[config.mk]
export PLATFORM = sky130hd
export DESIGN_NAME = tamper_response_ctrl
export DESIGN_NICKNAME = d
export VERILOG_FILES = /design/src/rtl/tamper_pkg.sv /design/src/rtl/tamper_debounce.sv /design/src/rtl/tamper_response_ctrl.sv
export SDC_FILE = /design/constraint.sdc
export NUM_CORES = 1
export LEC_CHECK = 0
export BUFFER_PORTS_ARGS = -buffer_cell sky130_fd_sc_hd__buf_2
export CORE_MARGIN = 2
export CORE_UTILIZATION = 45
export DETAILED_ROUTE_END_ITERATION = 12
export PLACE_DENSITY = 0.81
export SYNTH_ARGS = -nofsm -noshare
export SYNTH_HDL_FRONTEND = slang
export SYNTH_HIERARCHICAL = 1
export SYNTH_SLANG_ARGS = --single-unit
[constraint.sdc]
create_clock -name CLK -period 6.4 [get_ports CLK]
set_clock_uncertainty 0.1 [all_clocks]
set_input_delay 0.96 -clock CLK [delete_from_list [all_inputs] [get_ports CLK]]
set_output_delay 0.96 -clock CLK [all_outputs]
set_load 0.01 [all_outputs]
[src/rtl/tamper_pkg.sv]
// Shared types and constants for the tamper monitor and response sequencer.
package tamper_pkg;

    typedef enum logic [1:0] {
        ST_IDLE    = 2'd0,
        ST_LOCKED  = 2'd1,
        ST_ZEROIZE = 2'd2,
        ST_HALT    = 2'd3
    } tamper_state_t;

    localparam logic TAMPER_INACTIVE_N = 1'b1;

endpackage

[src/rtl/tamper_debounce.sv]
// Per-source debounce: a flag is accepted once on the sample that reaches DEBOUNCE
// consecutive highs, and cannot be accepted again until it has returned low.
module tamper_debounce
    import tamper_pkg::*;
#(
    parameter int DEBOUNCE = 4
) (
    input  logic CLK,
    input  logic RESET_N,
    input  logic FLAG_IN,
    output logic ACCEPT
);

    localparam int CW = $clog2(DEBOUNCE + 1);
    localparam logic [CW-1:0] CNT_MAX  = CW'(DEBOUNCE);
    localparam logic [CW-1:0] CNT_LAST = CW'(DEBOUNCE - 1);

    logic [CW-1:0] cnt;

    // Counter parks at DEBOUNCE while the flag stays high, which blocks re-acceptance.
    assign ACCEPT = FLAG_IN && (cnt == CNT_LAST);

    always_ff @(posedge CLK or negedge RESET_N) begin
        if (!RESET_N) begin
            cnt <= '0;
        end else if (!FLAG_IN) begin
            cnt <= '0;
        end else if (cnt != CNT_MAX) begin
            cnt <= cnt + 1'b1;
        end
    end

endmodule

[src/rtl/tamper_response_ctrl.sv]
// Tamper monitor and response sequencer driving the TAMPER macro's active-low
// lockdown, I/O-disable and zeroize inputs from debounced, masked sticky status.
//
// state   | meaning
// IDLE    | no sticky status, all responses inactive
// LOCKED  | sticky status held, lock/IO outputs follow masks
// ZEROIZE | ZEROIZE_N low for ZEROIZE_HOLD cycles, lock/IO forced low
// HALT    | terminal; lock/IO low until reset
module tamper_response_ctrl
    import tamper_pkg::*;
#(
    parameter int NUM_SRC      = 8,
    parameter int DEBOUNCE     = 4,
    parameter int CNT_W        = 8,
    parameter int ZEROIZE_HOLD = 16
) (
    input  logic               CLK,
    input  logic               RESET_N,
    input  logic [NUM_SRC-1:0] FLAG_IN,
    input  logic [NUM_SRC-1:0] LOCK_MASK,
    input  logic [NUM_SRC-1:0] IO_MASK,
    input  logic [NUM_SRC-1:0] ZERO_MASK,
    input  logic [3:0]         DETECT_CATEGORY,
    input  logic               TAMPER_CHANGE_STROBE,
    input  logic               CLEAR,
    output logic               LOCKDOWN_ALL_N,
    output logic               DISABLE_ALL_IOS_N,
    output logic               ZEROIZE_N,
    output logic [NUM_SRC-1:0] STATUS,
    output logic [3:0]         LAST_CATEGORY,
    output logic [CNT_W-1:0]   EVENT_COUNT,
    output logic               IRQ,
    output logic [1:0]         STATE
);

    localparam int TW = (ZEROIZE_HOLD > 1) ? $clog2(ZEROIZE_HOLD) : 1;
    localparam logic [TW-1:0] HOLD_LOAD = TW'(ZEROIZE_HOLD - 1);

    tamper_state_t      state;
    tamper_state_t      state_nxt;
    logic [NUM_SRC-1:0] accept;
    logic               any_accept;
    logic [NUM_SRC-1:0] status_q;
    logic [NUM_SRC-1:0] status_nxt;
    logic [CNT_W-1:0]   count_q;
    logic [TW-1:0]      hold_tmr;
    logic               irq_q;
    logic [3:0]         category_q;
    logic               lock_n_d;
    logic               io_n_d;
    logic               zero_n_d;
    logic               lock_n_q;
    logic               io_n_q;
    logic               zero_n_q;

    for (genvar i = 0; i < NUM_SRC; i++) begin : g_src
        tamper_debounce #(
            .DEBOUNCE (DEBOUNCE)
        ) u_debounce (
            .CLK     (CLK),
            .RESET_N (RESET_N),
            .FLAG_IN (FLAG_IN[i]),
            .ACCEPT  (accept[i])
        );
    end

    assign any_accept = |accept;

    // A same-cycle acceptance survives CLEAR; only the older bits are dropped.
    always_comb begin
        status_nxt = status_q | accept;
        if (CLEAR && (state == ST_IDLE || state == ST_LOCKED)) begin
            status_nxt = accept;
        end
    end

    always_ff @(posedge CLK or negedge RESET_N) begin
        if (!RESET_N) begin
            state <= ST_IDLE;
        end else begin
            state <= state_nxt;
        end
    end

    always_comb begin
        state_nxt = state;
        case (state)
            ST_IDLE: begin
                if (|(status_nxt & ZERO_MASK)) begin
                    state_nxt = ST_ZEROIZE;
                end else if (|status_nxt) begin
                    state_nxt = ST_LOCKED;
                end
            end
            ST_LOCKED: begin
                if (|(accept & ZERO_MASK)) begin
                    state_nxt = ST_ZEROIZE;
                end else if (CLEAR && !any_accept) begin
                    state_nxt = ST_IDLE;
                end
            end
            ST_ZEROIZE: begin
                if (hold_tmr == '0) begin
                    state_nxt = ST_HALT;
                end
            end
            ST_HALT:  state_nxt = ST_HALT;
            default:  state_nxt = ST_IDLE;
        endcase
    end

    // Responses are decoded from the next state and status so they move with STATUS.
    always_comb begin
        lock_n_d = TAMPER_INACTIVE_N;
        io_n_d   = TAMPER_INACTIVE_N;
        zero_n_d = TAMPER_INACTIVE_N;
        case (state_nxt)
            ST_LOCKED: begin
                lock_n_d = ~|(status_nxt & LOCK_MASK);
                io_n_d   = ~|(status_nxt & IO_MASK);
            end
            ST_ZEROIZE: begin
                lock_n_d = 1'b0;
                io_n_d   = 1'b0;
                zero_n_d = 1'b0;
            end
            ST_HALT: begin
                lock_n_d = 1'b0;
                io_n_d   = 1'b0;
            end
            default: ;
        endcase
    end

    always_ff @(posedge CLK or negedge RESET_N) begin
        if (!RESET_N) begin
            lock_n_q <= TAMPER_INACTIVE_N;
            io_n_q   <= TAMPER_INACTIVE_N;
            zero_n_q <= TAMPER_INACTIVE_N;
        end else begin
            lock_n_q <= lock_n_d;
            io_n_q   <= io_n_d;
            zero_n_q <= zero_n_d;
        end
    end

    // Down-counter loaded on ZEROIZE entry; terminal count 0 releases to HALT.
    always_ff @(posedge CLK or negedge RESET_N) begin
        if (!RESET_N) begin
            hold_tmr <= '0;
        end else if (state_nxt == ST_ZEROIZE && state != ST_ZEROIZE) begin
            hold_tmr <= HOLD_LOAD;
        end else if (state == ST_ZEROIZE && hold_tmr != '0) begin
            hold_tmr <= hold_tmr - 1'b1;
        end
    end

    always_ff @(posedge CLK or negedge RESET_N) begin
        if (!RESET_N) begin
            status_q   <= '0;
            count_q    <= '0;
            irq_q      <= 1'b0;
            category_q <= '0;
        end else begin
            status_q <= status_nxt;
            irq_q    <= any_accept;
            if (any_accept && count_q != '1) begin
                count_q <= count_q + 1'b1;
            end
            if (TAMPER_CHANGE_STROBE) begin
                category_q <= DETECT_CATEGORY;
            end
        end
    end

    assign LOCKDOWN_ALL_N    = lock_n_q;
    assign DISABLE_ALL_IOS_N = io_n_q;
    assign ZEROIZE_N         = zero_n_q;
    assign STATUS            = status_q;
    assign LAST_CATEGORY     = category_q;
    assign EVENT_COUNT       = count_q;
    assign IRQ               = irq_q;
    assign STATE             = state;

endmodule

==> metrics.sh <==
WORST-PATH-BUF-INV=0
PEAKVDDDROP_V=0.000180
START_UTIL=0.472
TIMING.FMAX_MHz=414
GRT_MAX_DEGREE=55
CTS.REPORTEDPATHS.CLKPINSLEW_PS=90
IO_BUFFERS=65
PLACEMENT.SETUP.WORST_SLACK_PS=3770
DIE_WIDTH_UM=83.3
CP_CELL_SEQUENCE='ha_1, ha_1, and2_1, nor4_1, nand2_1, a21o_1, a22oi_1, o21ai_2, a21oi_1'
CTS_TREE='built'
ROOT_BUFFER='clkbuf_8'
FLOORPLAN.IO_PINS=66
RSZ0062_AT_GRT='no'
SEQUENTIALPOWERSHARE=0.473
CRITPATHARRIVALTIME_PS=2560
TIMING.HOLD.WORST.CLASS='flip-flop to flip-flop'
CP-END-KIND='flip-flop'
FINALWORSTSETUPSLACK_PS=3990
DIEAREA_UM2=6930
POWER-PER-CELL-AREA_nW_PER_UM2=361
FINAL_NETS=401
CRIT_PATH_FREQUENT_CELL='ha_1'
WORST_PATH_MAX_DELAY_CELL='dfrtp_1'
DATA_REQUIRED_TIME_OF_THE_CRITICAL_PATH_PS=6540
MAXCAP_VIOL_COUNT=0
POSTROUTEANTENNANETS=0
NUMBER_OF_BUFFERS_INSERTED_FOR_HOLD_REPAIR_AFTER_CLOCK_TREE_SYNTHESIS=0
SYNTH_TOP_CELL_AREA_SHARE=0.452
INITIAL_ANTENNA_VIOLATION_COUNT=0
INTERNAL_POWER_uW=744
GRTUSAGETOTAL=0.182
WORST_SLEW_MARGIN_REL=0.542
LEAKAGEPOWER_uW=0.00169
SEQ_TOTAL_AREA_YOSYS=0.479
TIMING.CRITICAL_PATH.MAX_DELAY_FAMILY='simple AND/OR/NAND/NOR gates'
SYNTH_EDF_COUNT=0
GLOBALPLACE.CONGESTION=0.922
DETAIL_ROUTE.ITER0.VIOLATIONS=143
SETUP_TNS_PS=0
FINAL-HOLD-VIOLATION-COUNT=0
CP_SLOWEST_STAGE_DELAY_PS=420
GRT_PASS1_VIAS=2195
SYNTH_TOP_CELLS_BY_AREA='dfrtp_1 45%, ha_1 12%, nand2_1 4.8%'
PWR-SHARE-CLK=0.171
REMAINING_DRC_ERRORS=0
SYNTH.FF_LATCH_COUNT=54
DRIVE_ABOVE_1_SHARE=0.259
CTS.PATH.MAX_BUFFERS=2
SYNTH_FF_TYPE='dfrtp_1'
ROUTED_VIA_DENSITY=5.41
TIMING.FINAL.MAX_SLEW_VIOLATIONS=0
GRT_OVERFLOW_TOTAL=0
SYNTH.AVG_CELL_AREA_UM2=10.7
CRIT_FANOUT=4
GRT_PASS1_WL_UM=10100
RUN_STATUS='finished, final reports clean'
SYNTH_NETS=329
SYNTH_TOP_CELL_BY_AREA='dfrtp_1'
N_ANTENNA_CELL=0
DP.FINAL_HPWL_UM=4760
YS_TYPES=33
YS.WARNINGS.COUNT=6
POWER_SWITCHING_uW=462
ROWS=28
FIRST_PASS_ITERS=4
DRT-TOTAL-WL_UM=6070
SYN_AREA_UM2=2830
CLOCK-SINKS=54
SYNTH_COMMONEST_CELLS='51 x dfrtp_1, 36 x nand2_1, 26 x ha_1, 26 x inv_1, 11 x a21oi_1'
ROUTED_WIRE_LENGTH_PER_INSTANCE_UM=14.8
PLACEABLE_CORE_REGION_UM2=5990
NUMBER_OF_BUFFERS_ADDED_FOR_SETUP_AFTER_CTS=0
CLK-INSERTION-DELAY-LATE_PS=310
POWER_SWITCHING_SHARE=0.383
CTS_MADE_BUFFERS=5
SETUP_VIOL_COUNT_FINAL=0
SHARE_COMB_OF_TOTAL_POWER=0.356
DIE-HEIGHT_UM=83.3
MIN_PERIOD_OVER_PERIOD=0.377
VIA_COUNT=2222
COUNT_LEADER_SYNTH='dfrtp_1'
TIMING.SETUP.CRITICAL_PATH_CLASS='flip-flop to flip-flop'
SYNTHARSTFLOPSHARE=1.00
SETUP.WORST_PATH.START_CLASS='flip-flop'
H_TREE_DEPTH=2
AREA_GROWTH_SYN_TO_LAYOUT_PCT=18.2
SYN_INST=263
RESIZED_AFTER_CTS=0
MEASURED_SLEW_AT_THE_WORST_SLEW_CHECK_PIN_PS=687
FINALCRITICALPERIOD_PS=2410
[metal layers]
layer  wire length [µm]  vias up  global-route usage  part of all wire
li1                   -     1061                   -                 -
met1               2710     1060               0.236              0.45
met3                393       13              0.0437             0.065
met2               2850       88               0.296              0.47
met5                  0        -                   0                 0
met4                119        0              0.0656             0.020
[stage by stage]
stage	power [µW]	utilization	hold slack (ps)	instance area [µm²]	cells
after floorplan	844	-	389	2830	263
after global placement	980	0.541	381	3240	403
after detailed placement	1010	0.541	395	3240	403
after CTS	1220	0.558	410	3340	411
after global routing	1300	0.558	423	3340	411
final	1210	0.558	414	3340	411
[state kept, by name (all words and copies together) (netlist names)]
signal	count
g_src.u_debounce/cnt	24
EVENT_COUNT	8
STATUS	8
LAST_CATEGORY	4
hold_tmr	4
STATE	2
DISABLE_ALL_IOS_N	1
IRQ	1
LOCKDOWN_ALL_N	1
ZEROIZE_N	1
[cells by family after synthesis]
family / after synthesis / synth area share
fa+ha+maj: 26 / 0.115
xor+xnor: 10 / 0.0310
flops: 54 / 0.479
mux: 13 / 0.0483
buf+inv: 27 / 0.0385
compound gates: 57 / 0.154
simple gates: 76 / 0.133
[power by group through the flow]
| stage | Sequential, µW | Combinational, µW | Clock [µW] |
|---|---|---|---|
| after detailed placement | 576 | 431 | 0 |
| after floorplan | 572 | 272 | 0 |
| after global routing | 586 | 489 | 228 |
| after global placement | 569 | 411 | 0 |
| final | 570 | 430 | 206 |
| after CTS | 569 | 435 | 211 |
[path summary, 6_finish.rpt]
path	startpoint	cells past startpoint	to	slack (ps)
setup / recovery	g_src[5].u_debounce/cnt[0]$_DFFE_PN0P_	9	LOCKDOWN_ALL_N$_DFF_PN1_	3990
hold / removal	LAST_CATEGORY[0]$_DFFE_PN0P_	1	LAST_CATEGORY[0]$_DFFE_PN0P_	410
setup reg to reg	g_src[5].u_debounce/cnt[0]$_DFFE_PN0P_	9	LOCKDOWN_ALL_N$_DFF_PN1_	3990
hold reg to reg	LAST_CATEGORY[0]$_DFFE_PN0P_	1	LAST_CATEGORY[0]$_DFFE_PN0P_	410
max in group asynchronous	RESET_N	2	STATUS[7]$_DFF_PN0_	5080
min in group asynchronous	RESET_N	2	LAST_CATEGORY[0]$_DFFE_PN0P_	660
[layout make-up]
class | instances | area (µm²)
fillers | 517 | 2650
repair buffers | 66 | 333
clock inverters | 2 | 16.3
well taps | 75 | 93.8
multi-input cells | 182 | 1360
inverters | 26 | 97.6
flip-flops and latches | 54 | 1360
clock buffers | 6 | 82.6
[cells in the final DEF, fill, tap and decap left out, types with 2 or more instances in the layout]
cell       n
and3_1    10
buf_2     65
dfstp_2    3
xor2_1     4
a22o_1     2
mux2_2     5
a21o_1     9
a22oi_1   10
a21oi_1   11
ha_1      26
nor4_1     5
clkbuf_8   6
a21boi_0   8
nand3_1    6
and2_1     8
nand2_1   36
dfrtp_1   51
inv_1     26
xnor2_1    6
nor2_1     4
nand4_1    4
o21a_1     9
mux2i_1    8
Power figures use the tool's default switching activity.
